$ cat src/rtl/axi_fill_engine.sv
// axi_fill_engine: AXI4 write master that fills a memory region with a generated
// pattern, one INCR burst of BURST_BEATS beats per block.
// Ports:
//   clk, reset          clock, synchronous active-high reset
//   start               single-cycle request, accepted only while busy=0
//   cfg_base_addr       fill start address (aligned down to burst size)
//   cfg_blocks          number of bursts (0 legal)
//   cfg_first_data      pattern seed
//   cfg_mode            0=incrementing, 1=constant, 2=address-as-data, 3=as 0
//   busy/done/error     status; error and err_count sticky until next start
//   err_count           saturating count of non-OKAY BRESPs
//   M_AXI_AW*/W*/B*     AXI4 write channels
//   M_AXI_AR*/R*        read channels, tied off
module axi_fill_engine #(
  parameter int DW              = 512,
  parameter int AW              = 32,
  parameter int BURST_BEATS     = 64,
  parameter int MAX_OUTSTANDING = 4
) (
  input  logic            clk,
  input  logic            reset,
  input  logic            start,
  input  logic [AW-1:0]   cfg_base_addr,
  input  logic [15:0]     cfg_blocks,
  input  logic [31:0]     cfg_first_data,
  input  logic [1:0]      cfg_mode,
  output logic            busy,
  output logic            done,
  output logic            error,
  output logic [15:0]     err_count,
  output logic [3:0]      M_AXI_AWID,
  output logic [AW-1:0]   M_AXI_AWADDR,
  output logic [7:0]      M_AXI_AWLEN,
  output logic [2:0]      M_AXI_AWSIZE,
  output logic [1:0]      M_AXI_AWBURST,
  output logic            M_AXI_AWLOCK,
  output logic [3:0]      M_AXI_AWCACHE,
  output logic [2:0]      M_AXI_AWPROT,
  output logic [3:0]      M_AXI_AWQOS,
  output logic            M_AXI_AWVALID,
  input  logic            M_AXI_AWREADY,
  output logic [DW-1:0]   M_AXI_WDATA,
  output logic [DW/8-1:0] M_AXI_WSTRB,
  output logic            M_AXI_WLAST,
  output logic            M_AXI_WVALID,
  input  logic            M_AXI_WREADY,
  input  logic [1:0]      M_AXI_BRESP,
  input  logic            M_AXI_BVALID,
  output logic            M_AXI_BREADY,
  output logic [3:0]      M_AXI_ARID,
  output logic [AW-1:0]   M_AXI_ARADDR,
  output logic [7:0]      M_AXI_ARLEN,
  output logic [2:0]      M_AXI_ARSIZE,
  output logic [1:0]      M_AXI_ARBURST,
  output logic            M_AXI_ARLOCK,
  output logic [3:0]      M_AXI_ARCACHE,
  output logic [2:0]      M_AXI_ARPROT,
  output logic [3:0]      M_AXI_ARQOS,
  output logic            M_AXI_ARVALID,
  input  logic            M_AXI_ARREADY,
  input  logic [DW-1:0]   M_AXI_RDATA,
  input  logic [1:0]      M_AXI_RRESP,
  input  logic            M_AXI_RLAST,
  input  logic            M_AXI_RVALID,
  output logic            M_AXI_RREADY
);

  localparam int BEAT_BYTES  = DW / 8;
  localparam int BURST_BYTES = BURST_BEATS * BEAT_BYTES;
  localparam int LANES       = DW / 32;
  localparam int BW          = (BURST_BEATS > 1) ? $clog2(BURST_BEATS) : 1;

  typedef enum logic {AW_IDLE, AW_ISSUE} aw_state_t;
  typedef enum logic {W_IDLE, W_SEND} w_state_t;

  aw_state_t r_aw_state, w_aw_state_nx;
  w_state_t  r_w_state, w_w_state_nx;

  logic            r_awvalid, w_awvalid_nx;
  logic            r_wvalid, w_wvalid_nx;
  logic            r_bready, r_busy, r_done, r_error;
  logic [15:0]     r_err_cnt;
  logic [AW-1:0]   r_awaddr, r_base;
  logic [DW-1:0]   r_wdata;
  logic [BW-1:0]   r_beat;
  logic [16:0]     r_wblk, r_aw_cnt, r_b_cnt;
  logic [31:0]     r_g, r_seed;
  logic [15:0]     r_blocks;
  logic [1:0]      r_mode;

  logic            w_start, w_aw_fire, w_w_fire, w_b_fire;
  logic            w_last_beat, w_w_final, w_aw_final, w_aw_room, w_complete;
  logic [16:0]     w_aw_cnt_nx, w_b_nx, w_blocks17;
  logic [AW-1:0]   w_base_aligned;
  logic            w_unused;

  // Lane k of global beat g; address mode uses the lane's own byte address.
  function automatic logic [DW-1:0] f_pattern(input logic [1:0] mode, input logic [31:0] seed,
                                              input logic [AW-1:0] base, input logic [31:0] g);
    logic [DW-1:0] d;
    logic [AW-1:0] a;
    d = '0;
    for (int unsigned k = 0; k < LANES; k++) begin
      a = base + AW'(g) * AW'(BEAT_BYTES) + AW'(4 * k);
      case (mode)
        2'd1:    d[32*k +: 32] = seed;
        2'd2:    d[32*k +: 32] = 32'(a);
        default: d[32*k +: 32] = seed + g * 32'(LANES) + 32'(k);
      endcase
    end
    return d;
  endfunction

  assign w_start        = start && !r_busy;
  assign w_base_aligned = cfg_base_addr & ~AW'(BURST_BYTES - 1);
  assign w_blocks17     = {1'b0, r_blocks};
  assign w_aw_fire      = r_awvalid && M_AXI_AWREADY;
  assign w_w_fire       = r_wvalid && M_AXI_WREADY;
  assign w_b_fire       = M_AXI_BVALID && r_bready;
  assign w_aw_cnt_nx    = r_aw_cnt + 17'(w_aw_fire);
  assign w_b_nx         = r_b_cnt + 17'(w_b_fire);
  assign w_last_beat    = (r_beat == BW'(BURST_BEATS - 1));
  assign w_w_final      = w_w_fire && w_last_beat && (r_wblk == w_blocks17 - 17'd1);
  assign w_aw_final     = w_aw_fire && (w_aw_cnt_nx == w_blocks17);
  // Outstanding measured with this cycle's AW and B handshakes already applied.
  assign w_aw_room      = (w_aw_cnt_nx - w_b_nx) < 17'(MAX_OUTSTANDING);
  assign w_complete     = r_busy && (r_aw_state == AW_IDLE) && (r_w_state == W_IDLE) &&
                          (w_b_nx == w_blocks17);

  always_comb begin
    w_aw_state_nx = r_aw_state;
    w_awvalid_nx  = r_awvalid;
    if (r_aw_state == AW_IDLE) begin
      if (w_start && cfg_blocks != 16'd0) begin
        w_aw_state_nx = AW_ISSUE;
        w_awvalid_nx  = 1'b1;
      end
    end else begin
      if (w_aw_final) begin
        w_aw_state_nx = AW_IDLE;
        w_awvalid_nx  = 1'b0;
      end else if (w_aw_fire || !r_awvalid) begin
        w_awvalid_nx  = w_aw_room;
      end
    end
  end

  always_comb begin
    w_w_state_nx = r_w_state;
    w_wvalid_nx  = r_wvalid;
    if (r_w_state == W_IDLE) begin
      if (w_start && cfg_blocks != 16'd0) begin
        w_w_state_nx = W_SEND;
        w_wvalid_nx  = 1'b1;
      end
    end else if (w_w_final) begin
      w_w_state_nx = W_IDLE;
      w_wvalid_nx  = 1'b0;
    end
  end

  always_ff @(posedge clk) begin
    if (reset) begin
      r_aw_state <= AW_IDLE;
      r_w_state  <= W_IDLE;
      r_awvalid  <= 1'b0;
      r_wvalid   <= 1'b0;
      r_bready   <= 1'b0;
      r_busy     <= 1'b0;
      r_done     <= 1'b0;
      r_error    <= 1'b0;
      r_err_cnt  <= '0;
      r_awaddr   <= '0;
      r_base     <= '0;
      r_wdata    <= '0;
      r_beat     <= '0;
      r_wblk     <= '0;
      r_aw_cnt   <= '0;
      r_b_cnt    <= '0;
      r_g        <= '0;
      r_seed     <= '0;
      r_blocks   <= '0;
      r_mode     <= '0;
    end else begin
      r_aw_state <= w_aw_state_nx;
      r_w_state  <= w_w_state_nx;
      r_awvalid  <= w_awvalid_nx;
      r_wvalid   <= w_wvalid_nx;
      r_bready   <= 1'b1;
      r_done     <= 1'b0;
      if (w_start) begin
        r_blocks  <= cfg_blocks;
        r_seed    <= cfg_first_data;
        r_mode    <= cfg_mode;
        r_base    <= w_base_aligned;
        r_busy    <= (cfg_blocks != 16'd0);
        r_done    <= (cfg_blocks == 16'd0);
        r_error   <= 1'b0;
        r_err_cnt <= '0;
        r_aw_cnt  <= '0;
        r_b_cnt   <= '0;
        r_beat    <= '0;
        r_wblk    <= '0;
        r_g       <= '0;
        r_awaddr  <= w_base_aligned;
        r_wdata   <= f_pattern(cfg_mode, cfg_first_data, w_base_aligned, 32'd0);
      end else begin
        if (w_aw_fire) begin
          r_aw_cnt <= w_aw_cnt_nx;
          r_awaddr <= r_awaddr + AW'(BURST_BYTES);
        end
        if (w_w_fire) begin
          r_g     <= r_g + 32'd1;
          r_wdata <= f_pattern(r_mode, r_seed, r_base, r_g + 32'd1);
          if (w_last_beat) begin
            r_beat <= '0;
            r_wblk <= r_wblk + 17'd1;
          end else begin
            r_beat <= r_beat + BW'(1);
          end
        end
        if (w_b_fire) begin
          r_b_cnt <= w_b_nx;
          if (M_AXI_BRESP != 2'b00) begin
            r_error <= 1'b1;
            if (r_err_cnt != 16'hFFFF) r_err_cnt <= r_err_cnt + 16'd1;
          end
        end
        if (w_complete) begin
          r_busy <= 1'b0;
          r_done <= 1'b1;
        end
      end
    end
  end

  assign busy          = r_busy;
  assign done          = r_done;
  assign error         = r_error;
  assign err_count     = r_err_cnt;
  assign M_AXI_AWID    = '0;
  assign M_AXI_AWADDR  = r_awaddr;
  assign M_AXI_AWLEN   = 8'(BURST_BEATS - 1);
  assign M_AXI_AWSIZE  = 3'($clog2(BEAT_BYTES));
  assign M_AXI_AWBURST = 2'b01;
  assign M_AXI_AWLOCK  = 1'b0;
  assign M_AXI_AWCACHE = '0;
  assign M_AXI_AWPROT  = '0;
  assign M_AXI_AWQOS   = '0;
  assign M_AXI_AWVALID = r_awvalid;
  assign M_AXI_WDATA   = r_wdata;
  assign M_AXI_WSTRB   = '1;
  assign M_AXI_WLAST   = r_wvalid && w_last_beat;
  assign M_AXI_WVALID  = r_wvalid;
  assign M_AXI_BREADY  = r_bready;
  assign M_AXI_ARID    = '0;
  assign M_AXI_ARADDR  = '0;
  assign M_AXI_ARLEN   = '0;
  assign M_AXI_ARSIZE  = '0;
  assign M_AXI_ARBURST = '0;
  assign M_AXI_ARLOCK  = 1'b0;
  assign M_AXI_ARCACHE = '0;
  assign M_AXI_ARPROT  = '0;
  assign M_AXI_ARQOS   = '0;
  assign M_AXI_ARVALID = 1'b0;
  assign M_AXI_RREADY  = 1'b0;

  assign w_unused = ^{M_AXI_ARREADY, M_AXI_RDATA, M_AXI_RRESP, M_AXI_RLAST, M_AXI_RVALID};

endmodule

$ cat config.mk
export PLATFORM = sky130hd
export DESIGN_NAME = axi_fill_engine
export DESIGN_NICKNAME = d
export VERILOG_FILES = /design/src/rtl/axi_fill_engine.sv
export SDC_FILE = /design/constraint.sdc
export NUM_CORES = 2
export LEC_CHECK = 0
export ABC_AREA = 1
export CAP_MARGIN = 40
export CORE_AREA = 8 8 512 514
export CTS_CLUSTER_DIAMETER = 120
export DETAILED_ROUTE_END_ITERATION = 10
export DIE_AREA = 0 0 520 522
export GPL_TIMING_DRIVEN = 0
export SKIP_LAST_GASP = 1
export SLEW_MARGIN = 0
export SYNTH_ARGS = -nofsm -noshare
export SYNTH_HDL_FRONTEND = slang
export SYNTH_SLANG_ARGS = --single-unit
export TNS_END_PERCENT = 10
$ cat constraint.sdc
create_clock -name clk -period 9.8 [get_ports clk]
set_input_delay 0.98 -clock clk [delete_from_list [all_inputs] [get_ports clk]]
set_output_delay 0.98 -clock clk [all_outputs]
set_load 0.01 [all_outputs]
==> run summary <==
========================================================================================
Number of detailed-route iterations in the first pass                                 10
Sinks on Clock Net                                                                   680
Number of cells produced by synthesis                                               8961
Finished Core Util                                                                 28.4%
Post-synthesis sequential area ratio                                               25.3%
Synthesis warning total                                                                0
Final Total Pwr                                                                  11.5 mW
TritonCTS clock tree                                                                done
Run status                                                                     completed
Worst Reg-to-Reg Cells                                                                23
Setup repair after global routing missed its margin                                   no
Number of buffers between clock root and the deepest sink                              3
Compound-Gate Fraction of Synth Area                                               26.7%
Area of the core                                                             0.253 sq mm
Worst flop-to-flop path startpoint                                          r_g[1]$_SDFFE_PP0P_
Leak Pwr                                                                         28.3 nW
Setup repair bufs after CTS                                                            0
Maximum number of pins on one net before global-route repair                          15
Multiplexer area fraction after synthesis                                             0%
Placed Cells incl. Taps                                                            13400
R2R Path End                                                                M_AXI_WDATA[27]$_SDFFE_PP0P_
Total Neg Setup Slack                                                               0 ns
Final #Nets                                                                        10900
Overall Global Routing Usage                                                       37.4%
Top FF cell, synth                                                               dfxtp_1
Count of hold buffers inserted by post-cts repair                                      0
Count of flip-flops with a built-in enable after synthesis                             0
Synth async-reset ratio                                                               0%
Via count                                                                          78600
Max-cap violation count                                                                0
Antenna Violating Nets Remaining                                                       0
Die area                                                                     0.271 sq mm
Area of the mapped netlist                                                  0.0538 sq mm
Post-cts sizing count                                                                  0
Total power per unit cell area                                               160 mW/mm^2
Clock latency reported for the late side of the worst-skew pair                  0.80 ns
CP startpoint kind                                                             flip-flop
Worst clock skew on the final layout                                           0.0660 ns
XOR/XNOR Fraction of Synth Area                                                    2.53%
Average cell area after synthesis                                             6.01 sq um
Post-synth top area share                                                          25.3%
Drt total wl                                                                   538000 um
Cell taking the most area after synthesis                                        dfxtp_1
Routed vias/inst                                                                    5.76
# H-tree levels                                                                        3
Largest family of logic cells by synthesized area                           simple AND/OR/NAND/NOR gates
Number of hold-slack violations in the final timing report                             0
Antenna violations before repair                                                      70
Pins over their slew limit                                                             0
Seq cells post-synth                                                                 680
Pin slew with the least headroom to its limit                                    1.19 ns
Weighted congestion reported at the end of routability-driven placement             1.16
Largest cells by area after synthesis                                       dfxtp_1 25%, nand2_1 14%, a21oi_1 11%
# IOs                                                                               1330
Chip height                                                                       522 um
Crit path max fanout                                                                  10
Worst hold margin                                                               0.461 ns
Final cell count without fillers                                                   13600
Worst EP arrival                                                                 7.84 ns
Clock Tree Root                                                                clkbuf_16
Clk pin slew, worst setup/hold paths                                             0.06 ns
Wire per inst                                                                    39.5 um
Die width                                                                         520 um
Shortest clock period the worst path allows after layout                         7.18 ns
Number of library cell types mapped by synthesis                                      71
Initial Utilization                                                                21.2%
Synth Area in Adders                                                               2.47%
Fmax                                                                           0.139 GHz
Critical path data required time                                                10.47 ns
Max transition margin                                                              20.8%
Standard-cell row count                                                              185
Cell with the most instances after synthesis                                     nand2_1
Critical path destination                                                   M_AXI_WDATA[27]$_SDFFE_PP0P_
Startpoint of the most critical setup path                                  r_g[1]$_SDFFE_PP0P_
CTS buffer count                                                                      82
R2R setup slack                                                                  2.62 ns
Category of the worst setup path capture point                                 flip-flop
Portion of the clock cycle consumed by the worst path in the final layout          73.2%
Via count of the first global-routing pass                                         69700
Kind of critical path                                                            reg2reg
Number of port buffers                                                               618
Worst vdd ir                                                                  0.000146 V
Global-route wire length before repair                                         684000 um
Worst hold path cell count                                                             2
Fraction of layout instances using a drive strength above 1                        9.50%
Half-perimeter wire length of the detailed placement result                    456000 um
Total congestion overflow                                                              0
Residual DRC count                                                                     0
Hold WC Path Type                                                                reg2reg
Share of synthesized cell area in and, or, nand and nor gates                      30.6%
Final-report setup violation count                                                     0
Area Overhead vs Synth                                                             33.6%
DRT iter0 DRCs                                                                     12700
Commonest cells in the synthesized netlist                                  2031 x nand2_1, 1148 x a21oi_1, 1101 x o21ai_0
========================================================================================
==> metrics by stage <==
stage          cell area, sq um  worst slack (ns)
6_report                  71900              2.62
5_1_grt                   71800              2.49
4_1_cts                   71500              3.20
3_5_place_dp              68600              2.63
3_3_place_gp              64900             0.737
2_1_floorplan             54500              5.44
==> routing by layer <==
metal / track usage [%] / vias to the layer above / wire [um]
met5: 0.498 / - / 491
met4: 28.9 / 40 / 54100
met2: 50.0 / 6886 / 199000
met1: 45.0 / 37700 / 205000
met3: 18.5 / 1769 / 79700
li1: - / 32300 / -
==> worst min-delay path by stage <==
stage,from,end,slack [ns]
2_1_floorplan,r_base[14]$_SDFFE_PP0P_,r_base[14]$_SDFFE_PP0P_,0.43
3_3_place_gp,r_base[22]$_SDFFE_PP0P_,r_base[22]$_SDFFE_PP0P_,0.44
3_5_place_dp,r_base[22]$_SDFFE_PP0P_,r_base[22]$_SDFFE_PP0P_,0.45
4_1_cts,r_base[22]$_SDFFE_PP0P_,r_base[22]$_SDFFE_PP0P_,0.46
5_1_grt,M_AXI_WDATA[223]$_SDFFE_PP0P_,M_AXI_WDATA[223]$_SDFFE_PP0P_,0.48
6_report,M_AXI_WDATA[212]$_SDFFE_PP0P_,M_AXI_WDATA[212]$_SDFFE_PP0P_,0.46
==> area by class of cell <==
class                   count  area, sq um
fillers                 28800       182000
clock inverters            31          567
multi-input cells        6905        34200
inverters                 802         3020
plain buffers             740         3700
repair buffers            956        10100
flip-flops and latches    680        13600
diodes                     52          130
clock buffers             114         2340
well taps                3366         4210
==> critical path, stage by stage, from the launching register on <==
cell and delay, ns:
dfxtp_1 0.38, ha_1 0.23, nand4_1 0.15, nor2_1 0.19
nand2_1 0.10, nor2_1 0.16, nand2_1 0.13, nor3_1 0.27
nand3_1 0.19, nor3_1 0.31, xor2_1 0.49, ha_1 0.42
a21oi_1 0.23, nand2_1 0.08, a21oi_1 0.16, nand3_1 0.15
nand2_1 0.16, nand2_1 0.34, nor2_1 0.89, inv_1 0.14
clkbuf_1 0.42, a21oi_1 0.94, o21ai_0 0.31, a21oi_1 0.19
==> sequential cells by signal, indices dropped and copies added (netlist names), 2 cells and up <==
name          cells
M_AXI_WDATA     481
r_seed           32
r_g              28
M_AXI_AWADDR     20
r_base           20
r_aw_cnt         17
r_b_cnt          17
r_wblk           17
err_count        16
r_blocks         16
r_beat            6
r_mode            2
==> placed cells by master (no fill, tap or decap), types with 66 or more instances in the layout <==
| cell type | n |
|---|---|
| a21oi_1 | 1145 |
| a31oi_1 | 74 |
| buf_2 | 66 |
| buf_4 | 286 |
| buf_6 | 104 |
| buf_8 | 120 |
| clkbuf_1 | 430 |
| clkbuf_16 | 82 |
| clkdlybuf4s50_1 | 618 |
| conb_1 | 168 |
| dfxtp_1 | 680 |
| ha_1 | 103 |
| inv_1 | 728 |
| nand2_1 | 2031 |
| nand3_1 | 662 |
| nand4_1 | 107 |
| nor2_1 | 658 |
| nor3_1 | 139 |
| o211ai_1 | 82 |
| o21ai_0 | 1096 |
| xor2_1 | 128 |
==> where the power goes <==
part	leakage [nW]	internal, mW	switching, mW
Clock	1.40	1.93	1.46
Sequential	5.59	3.00	0.276
Combinational	21.3	1.30	3.55
Total	28.3	6.24	5.29
==> cell families after synthesis <==
kind of cell / Yosys count
AOI/OAI and AO/OA: 2673
xor gates and xnor gates: 151
adders and majority gates: 105
buffers and inverters: 1542
DFF: 680
other: 2
and+or+nand+nor: 3808
No activity file was read; power rests on OpenSTA's default activity.
